### src/rtl/pll_rst_pkg.sv
// Shared definitions for the video PLL reset/lock sequencer: FSM state
// encodings and the default cycle counts for a 50 MHz reference clock.
package pll_rst_pkg;

  typedef enum logic [2:0] {
    RESET_HOLD = 3'd0,
    WAIT_LOCK  = 3'd1,
    STABLE     = 3'd2,
    RUN        = 3'd3,
    FAIL       = 3'd4
  } state_t;

  localparam int DEF_RST_HOLD_CYCLES     = 1000;    // 20 us
  localparam int DEF_LOCK_STABLE_CYCLES  = 5000;    // 100 us
  localparam int DEF_LOCK_TIMEOUT_CYCLES = 500000;  // 10 ms
  localparam int DEF_MAX_RETRIES         = 7;
  localparam int DEF_CNT_W               = 20;

endpackage

### src/rtl/pll_rst_sync_2ff.sv
// Two-flop synchronizer for a single asynchronous status bit; both flops
// clear to 0 on reset so a stale "good" status is never reported.
module sync_2ff (
  input  logic clk,
  input  logic rst,
  input  logic d,
  output logic q
);

  logic meta;

  always_ff @(posedge clk or posedge rst) begin
    if (rst) begin
      meta <= 1'b0;
      q    <= 1'b0;
    end else begin
      meta <= d;
      q    <= meta;
    end
  end

endmodule

### src/rtl/pll_rst_ctrl.sv
// PLL reset and lock sequencer: pulses pll_rst, qualifies lock over a stable
// window before releasing sys_rst, re-resets on lock loss, fails after retries.
module pll_rst_ctrl
  import pll_rst_pkg::*;
#(
  parameter int RST_HOLD_CYCLES     = DEF_RST_HOLD_CYCLES,
  parameter int LOCK_STABLE_CYCLES  = DEF_LOCK_STABLE_CYCLES,
  parameter int LOCK_TIMEOUT_CYCLES = DEF_LOCK_TIMEOUT_CYCLES,
  parameter int MAX_RETRIES         = DEF_MAX_RETRIES,
  parameter int CNT_W               = DEF_CNT_W
) (
  input  logic       clkin1,
  input  logic       rst,
  input  logic       pll_lock,
  output logic       pll_rst,
  output logic       sys_rst,
  output logic       lock_sync,
  output logic [7:0] relock_cnt,
  output logic       fail,
  output logic [2:0] state
);

  localparam logic [CNT_W-1:0] HOLD_END    = CNT_W'(RST_HOLD_CYCLES - 1);
  localparam logic [CNT_W-1:0] STABLE_END  = CNT_W'(LOCK_STABLE_CYCLES - 1);
  localparam logic [CNT_W-1:0] TIMEOUT_END = CNT_W'(LOCK_TIMEOUT_CYCLES - 1);
  localparam logic [7:0]       RETRY_LIMIT = 8'(MAX_RETRIES);

  state_t           state_q, state_next;
  logic [CNT_W-1:0] cnt_q, cnt_next;
  logic [7:0]       retry_q, retry_next, relock_next;

  sync_2ff u_lock_sync (
    .clk (clkin1),
    .rst (rst),
    .d   (pll_lock),
    .q   (lock_sync)
  );

  always_ff @(posedge clkin1 or posedge rst) begin
    if (rst) begin
      state_q    <= RESET_HOLD;
      cnt_q      <= '0;
      retry_q    <= '0;
      relock_cnt <= '0;
      pll_rst    <= 1'b1;
      sys_rst    <= 1'b1;
      fail       <= 1'b0;
    end else begin
      state_q    <= state_next;
      cnt_q      <= cnt_next;
      retry_q    <= retry_next;
      relock_cnt <= relock_next;
      // Outputs decode the next state so they change on the same edge as it.
      pll_rst    <= (state_next == RESET_HOLD);
      sys_rst    <= (state_next != RUN);
      fail       <= (state_next == FAIL);
    end
  end

  always_comb begin
    state_next  = state_q;
    cnt_next    = cnt_q + CNT_W'(1);
    retry_next  = retry_q;
    relock_next = relock_cnt;
    case (state_q)
      RESET_HOLD: begin
        if (cnt_q == HOLD_END) begin
          state_next = WAIT_LOCK;
          cnt_next   = '0;
        end
      end
      WAIT_LOCK: begin
        // Lock has priority over a timeout landing on the same cycle.
        if (lock_sync) begin
          state_next = STABLE;
          cnt_next   = '0;
        end else if (cnt_q == TIMEOUT_END) begin
          cnt_next   = '0;
          retry_next = retry_q + 8'd1;
          state_next = (retry_next == RETRY_LIMIT) ? FAIL : RESET_HOLD;
        end
      end
      STABLE: begin
        if (!lock_sync) begin
          state_next = WAIT_LOCK;
          cnt_next   = '0;
        end else if (cnt_q == STABLE_END) begin
          state_next = RUN;
          cnt_next   = '0;
          retry_next = '0;
        end
      end
      RUN: begin
        cnt_next = '0;
        if (!lock_sync) begin
          state_next  = RESET_HOLD;
          relock_next = (relock_cnt == 8'hFF) ? relock_cnt : relock_cnt + 8'd1;
        end
      end
      FAIL: begin
        cnt_next = '0;
      end
      default: begin
        state_next = RESET_HOLD;
        cnt_next   = '0;
      end
    endcase
  end

  assign state = state_q;

endmodule

### config.mk
export PLATFORM = sky130hd
export DESIGN_NAME = pll_rst_ctrl
export DESIGN_NICKNAME = d
export VERILOG_FILES = /design/src/rtl/pll_rst_pkg.sv /design/src/rtl/pll_rst_sync_2ff.sv /design/src/rtl/pll_rst_ctrl.sv
export SDC_FILE = /design/constraint.sdc
export NUM_CORES = 1
export LEC_CHECK = 0
export CELL_PAD_IN_SITES_DETAIL_PLACEMENT = 1
export CELL_PAD_IN_SITES_GLOBAL_PLACEMENT = 1
export CORE_MARGIN = 10
export CORE_UTILIZATION = 29
export CTS_BUF_LIST = sky130_fd_sc_hd__clkbuf_16
export CTS_CLUSTER_SIZE = 30
export DETAILED_ROUTE_END_ITERATION = 10
export GPL_TIMING_DRIVEN = 0
export PLACE_DENSITY = 0.62
export SYNTH_ARGS = -nofsm -noshare
export SYNTH_HDL_FRONTEND = slang
export SYNTH_SLANG_ARGS = --single-unit
### constraint.sdc
create_clock -name clkin1 -period 6.14 [get_ports clkin1]
set_clock_uncertainty 0.15 [all_clocks]
set_input_delay 0.614 -clock clkin1 [delete_from_list [all_inputs] [get_ports clkin1]]
set_output_delay 0.614 -clock clkin1 [all_outputs]
set_load 0.02 [all_outputs]
==> results of run 1 <==
## cells in the final DEF, fill, tap and decap left out, types with 2 or more instances in the layout
cell | synthesis | final
xor2_1 | 12 | 12
nor3b_1 | 3 | 3
nor2b_1 | 2 | 2
a31oi_1 | 2 | 2
dfrtp_1 | 42 | 42
nand2b_1 | 5 | 5
dfstp_2 | 2 | 2
a311o_1 | 2 | 2
nor2_1 | 35 | 35
o21ai_0 | 2 | 2
nand3_1 | 15 | 15
nor3_1 | 8 | 8
o31ai_1 | 2 | 2
mux2_2 | 2 | 2
and3_1 | 6 | 6
and4_1 | 2 | 2
nor4_1 | 2 | 2
clkdlybuf4s50_1 | 0 | 17
inv_1 | 4 | 5
clkbuf_16 | 0 | 5
o22a_1 | 2 | 2
a21oi_1 | 2 | 2
buf_4 | 2 | 2
nand2_1 | 16 | 16
ha_1 | 4 | 4
and2_1 | 2 | 2
or4_1 | 2 | 2
nand4_1 | 9 | 9
clkbuf_1 | 4 | 4
xnor2_1 | 14 | 14
or3_1 | 2 | 2
a21o_1 | 2 | 2
## cells by family after synthesis
| group | synth area share (%) |
|---|---|
| AOI/OAI and AO/OA | 7.87 |
| muxes | 1.44 |
| buffers and inverters | 2.22 |
| adders and majority gates | 2.22 |
| and+or+nand+nor | 27.3 |
| DFF | 48.9 |
| xor gates and xnor gates | 10.1 |
## worst max-delay path: stages, from the launching register on
cell	delay [ns]
dfrtp_1	0.44
or3_1	0.45
nor3_1	0.47
a21oi_1	0.21
a211oi_2	0.27
buf_4	0.23
nor2_1	0.07
## report_power, final
| group | total [mW] | leakage [nW] | switching, mW | internal (mW) |
|---|---|---|---|---|
| logic | 0.0103 | 0.470 | 0.00680 | 0.00353 |
| clock network | 0.253 | 0.0738 | 0.107 | 0.146 |
| registers | 0.291 | 0.589 | 0.000578 | 0.291 |
## sequential cells by signal, indices dropped and copies added, names as in the netlist, 3 cells and up
| signal | cells |
|---|---|
| cnt_q | 20 |
| state | 3 |
| relock_cnt | 8 |
| retry_q | 8 |
## how the worst max path moves through the flow
stage	from	to	slack [ns]	cells after the start
floorplan	cnt_q[3]	cnt_q[10]	4.02	6
global placement	rst	retry_q[3]	3.37	2
detailed placement	cnt_q[11]	cnt_q[10]	3.66	6
CTS	cnt_q[11]	cnt_q[16]	3.65	6
global route	cnt_q[11]	cnt_q[16]	3.51	6
finish	cnt_q[11]	cnt_q[5]	3.74	6
## final cells by class
class                      instances  area (um^2)
clock buffer                       5          125
multi-input combinational        171         1100
fill                             868         4930
clock inverter                     3         11.3
timing repair buffer              18          190
sequential                        44         1100
buffer                             7         35.0
tap                              102          128
inverter                           4         15.0
## metrics by stage
step	worst slack (ns)	hold slack [ns]	instance area, um^2
floorplan	4.02	0.181	2260
global placement	3.37	0.184	2560
detailed placement	3.66	0.186	2580
CTS	3.65	0.200	2710
global route	3.51	0.217	2710
finish	3.74	0.199	2710
## per-layer routing
metal  track usage (%)  part of all wire [%]  vias up
met3              2.86                   4.5        8
met2              14.9                    47       18
met4              2.86                   1.2        0
met5                 0                     0        -
met1              11.6                    47      854
li1                  -                     -      847
==> impl_metrics.csv, run 1 <==
group,metric,value,unit
floorplan,coreArea,7650,um^2
timing,relSlewSlack,49.6,%
synthesis,synth_area_leader_cell,"dfrtp_1",
detailed_routing,avgRoutedWirePerCell,14.2,um
place,gp_congestion,0.747,
place,portBuffers,17,
global_route,grt_pass1_vias,1805,
synthesis,ys_seq_area_share,48.9,%
outcome,status,"completed",
synthesis,yosys-top-cells-area,"dfrtp_1 47%, nor2_1 5.8%, xnor2_1 5.4%",
finish,utilization,35.5,%
synthesis,synth.top_cell.area_share,46.5,%
synthesis,ys_seq_elements,44,
worst_setup_path,worstPathRequired,6.16,ns
clock_network,cts_hold_buf,0,
timing,drv_slew,0,
finish,final_nets,258,
clock_network,clock_latency,0.29,ns
detailed_routing,postRouteAntennaNets,0,
place,numPlacedInstances,346,
synthesis,synthCells,226,
worst_setup_path,ff2ff_path_depth,6,
floorplan,die_height,108,um
clock_network,cts_resized,0,
synthesis,synth_edf_count,0,
power,total_power,0.555,mW
clock_network,post-cts-setup-buffer-count,0,
detailed_routing,dr.pass1.iters,4,
min_path,hp-start,"u_lock_sync.meta",
global_route,grt_pass1_wl,8800,um
clock_network,tritoncts,"yes",
detailed_routing,vias,1727,
synthesis,synth_commonest_cells,"42 x dfrtp_1, 35 x nor2_1, 16 x nand2_1",
power,ir_drop,0.0000902,V
floorplan,row_count,32,
timing,tns,0,ns
timing,hold_violations,0,
finish,areaGrowthSynthToFinish,20.1,%
synthesis,netlist-cell-type-count,47,
detailed_routing,wl,5010,um
place,dp_hpwl,3700,um
finish,instances_no_fill,354,
worst_setup_path,worstPathMaxFanout,10,
clock_network,htree_levels,2,
finish,diodes,0,
synthesis,ys_async_sr_fraction,100,%
detailed_routing,viasPerCell,4.88,
synthesis,ys.flop_type,"dfrtp_1",
power,p_per_area,205,nW/um^2
clock_network,clockBufferDepth,2,
global_route,antenna_found_initial,0,
clock_network,clk_pin_slew_worst_paths,0.06,ns
synthesis,yosys_warnings,0,
worst_setup_path,r2r_start,"cnt_q[11]",
power,p_leak,1.13,nW
clock_network,clockRootBuffer,"clkbuf_16",
detailed_routing,drc,0,
timing,rsz0062_at_grt,"no",
worst_setup_path,critPathCaptureType,"flip-flop",
finish,drive_above_1_share,7.94,%
synthesis,syn_avg_cell_area,9.99,um^2
timing,worst_slew_pin_slew,0.749,ns
floorplan,dieArea,11700,um^2
worst_setup_path,worst_ep_arrival_time,2.42,ns
run,cap_viol_max_count,0,
min_path,hold_class,"flip-flop to flip-flop",
worst_setup_path,rrSetupSlack,3.74,ns
synthesis,synth_most_common_cell,"dfrtp_1",
timing,post-route-min-period,2.40,ns
synthesis,synth_area,2260,um^2
global_route,track_usage,9.27,%
global_route,grt.overflow.total,0,
global_route,grt_max_degree,30,
min_path,min_to,"u_lock_sync.q",
floorplan,pin_count,18,
worst_setup_path,r2r_end,"cnt_q[5]",
synthesis,syn-num-nets,233,
timing,setup_viol,0,
worst_setup_path,path_class,"flip-flop to flip-flop",
detailed_routing,first_iter_violations,47,
timing,fin_crit_sh,39.1,%
clock_network,cts.sinks,44,
timing,fmax,416,MHz
floorplan,dieWidth,108,um
clock_network,cts_made_buffers,5,
floorplan,start_util,29.5,%
worst_setup_path,crit_path_start_kind,"flip-flop",
min_path,hold_depth,0,
No activity file was read; power rests on OpenSTA's default activity.
==> inputs of run 2 (changes only) <==
clock period = 2.3 ns   (was 6.14 ns; I/O delays follow)
==> run 2 against run 1 <==
Effect of this change: the run now ends with setup timing left; sequential power grew to 2.7 times the previous value; via count is 3.5% higher; die area stayed put; non-clock buffer count is 10 higher; worst setup slack worse by 3.8 ns; fmax is 3.0% higher; clock power grew to 2.7 times the previous value; critical path type unchanged; critical endpoint is now cnt_q[16].
==> impl_metrics.csv, run 2 (same netlist as run 1, synthesis figures left out) <==
group,metric,value,unit
timing,fin_crit_sh,101,%
timing,rsz0062_at_grt,"yes",
power,ir_drop,0.000241,V
outcome,violations,"setup timing",
finish,postLayoutCellArea,2930,um^2
power,p_per_area,506,nW/um^2
floorplan,pin_count,18,
global_route,grt_max_degree,30,
finish,top_regs,"cnt_q x20, relock_cnt x8, retry_q x8",
worst_setup_path,path_class,"flip-flop to flip-flop",
worst_setup_path,worstPathRequired,2.32,ns
clock_network,cts.sinks,44,
timing,setup_viol,20,
finish,drive_above_1_share,21.4,%
place,dp_hpwl,3700,um
global_route,grt.overflow.total,0,
detailed_routing,vias,1787,
run,cap_viol_max_count,0,
finish,utilization,38.3,%
clock_network,clockBufferDepth,2,
clock_network,cts_hold_buf,0,
clock_network,clockRootBuffer,"clkbuf_16",
detailed_routing,drc,0,
min_path,hold_class,"input port to asynchronous set/reset pin",
worst_setup_path,worstPathMaxFanout,10,
timing,worst_slew_pin_slew,0.507,ns
worst_setup_path,cp_top_family,"simple AND/OR/NAND/NOR gates",
clock_network,tritoncts,"yes",
clock_network,clock_latency,0.28,ns
global_route,track_usage,9.64,%
place,portBuffers,17,
detailed_routing,avgRoutedWirePerCell,14.9,um
clock_network,htree_levels,2,
global_route,grt_pass1_vias,1863,
timing,fin_ws,-0.0327,ns
worst_setup_path,crit_slowest_cell,"or4_4",
floorplan,die_height,108,um
global_route,grt_pass1_wl,9200,um
finish,fillers,843,
global_route,antenna_found_initial,0,
finish,mostFrequentLayoutCells,"38 x dfrtp_1, 25 x nor2_1, 17 x clkdlybuf4s50_1",
detailed_routing,wl,5410,um
worst_setup_path,crit_chain,"or4_4 -> nor4_4 -> nand3_1 -> a211oi_2 -> buf_4 -> buf_8 -> nor2_1",
worst_setup_path,worst_ep_arrival_time,2.35,ns
timing,post-route-min-period,2.33,ns
worst_setup_path,crit_path_start_kind,"flip-flop",
detailed_routing,dr.pass1.iters,4,
finish,final_nets,268,
floorplan,row_count,32,
timing,drv_slew,0,
worst_setup_path,worst-path-buf-inv,2,
finish,top_register,"cnt_q",
detailed_routing,postRouteAntennaNets,0,
clock_network,clk_pin_slew_worst_paths,0.06,ns
worst_setup_path,critPathCaptureType,"flip-flop",
timing,hold_violations,0,
place,gp_congestion,0.747,
detailed_routing,viasPerCell,4.91,
worst_setup_path,max_stage_delay,0.53,ns
finish,largest_reg_flops,20,
finish,final_common_cell,"dfrtp_1",
clock_network,cts_made_buffers,5,
floorplan,start_util,29.5,%
floorplan,dieArea,11700,um^2
place,dp_slack,-0.176,ns
floorplan,coreArea,7650,um^2
timing,relSlewSlack,65.9,%
place,post_dp_cell_area,2580,um^2
timing,fmax,429,MHz
finish,diodes,0,
floorplan,dieWidth,108,um
finish,areaGrowthSynthToFinish,29.8,%
power,p_leak,1.22,nW
outcome,status,"complete, but fails checks",
detailed_routing,first_iter_violations,42,
-- run 2: changes by cell type in the layout (fill, tap and decap cells not counted), sizes merged --
cell and delta:
clkbuf -1, buf +11
-- run 2: area by class of cell --
cell class	instances	area (um^2)	area share, %
Clock inverter	3	11.3	0.384
Buffer	6	45.0	1.54
Multi-Input combinational cell	171	1220	41.6
Clock buffer	5	125	4.27
Sequential cell	44	1110	37.8
Inverter	4	15.0	0.512
Tap cell	102	128	4.35
Timing Repair Buffer	29	280	9.56
-- run 2: metrics by stage --
step | cells | power, mW | TNS (ns) | hold WS, ns
6_report | 364 | 1.48 | -0.412 | 0.0832
3_3_place_gp | 345 | 0.817 | -6.11 | 0.184
3_5_place_dp | 346 | 0.821 | -3.60 | 0.186
5_1_grt | 364 | 1.54 | -2.60 | 0.110
4_1_cts | 360 | 1.51 | -1.12 | 0.0943
2_1_floorplan | 226 | 0.805 | 0 | 0.111
-- run 2: final timing paths --
path | start | end | slack, ns | cells after the start
hold / removal | rst | state[2] | 0.08 | 2
setup / recovery | cnt_q[15] | cnt_q[16] | -0.03 | 7
min in group clkin1 | u_lock_sync.meta | u_lock_sync.q | 0.20 | 0
hold reg to reg | u_lock_sync.meta | u_lock_sync.q | 0.20 | 0
max in group asynchronous | rst | cnt_q[15] | 1.43 | 3
setup reg to reg | cnt_q[15] | cnt_q[16] | -0.03 | 7
-- run 2: layer usage --
layer / share of wire [%] / GRT usage [%]
met1: 46 / 12.2
met2: 49 / 15.5
met3: 3.9 / 2.86
met4: 1.1 / 2.86
met5: 0 / 0
-- run 2: worst reg2reg max path: stages (launching register included) --
cell      delay (ns)
dfrtp_2         0.41
or4_4           0.53
nor4_4          0.36
nand3_1         0.14
a211oi_2        0.28
buf_4           0.17
buf_8           0.13
nor2_1          0.06
-- run 2: report_power, final --
part           total (mW)  internal, mW  leakage, nW  switching [mW]
registers           0.777         0.776        0.584         0.00159
clock network       0.677         0.391       0.0738           0.286
logic              0.0276       0.00944        0.560          0.0182
total                1.48          1.18         1.22           0.306
-- run 2: timing repair --
item                       4_1_cts  5_1_grt
setup buffers                    5        5
resized for setup               10       33
cloned                           1        0
pin swaps                        2       10
setup endpoints to repair       27       30
hold endpoints to repair         0        0
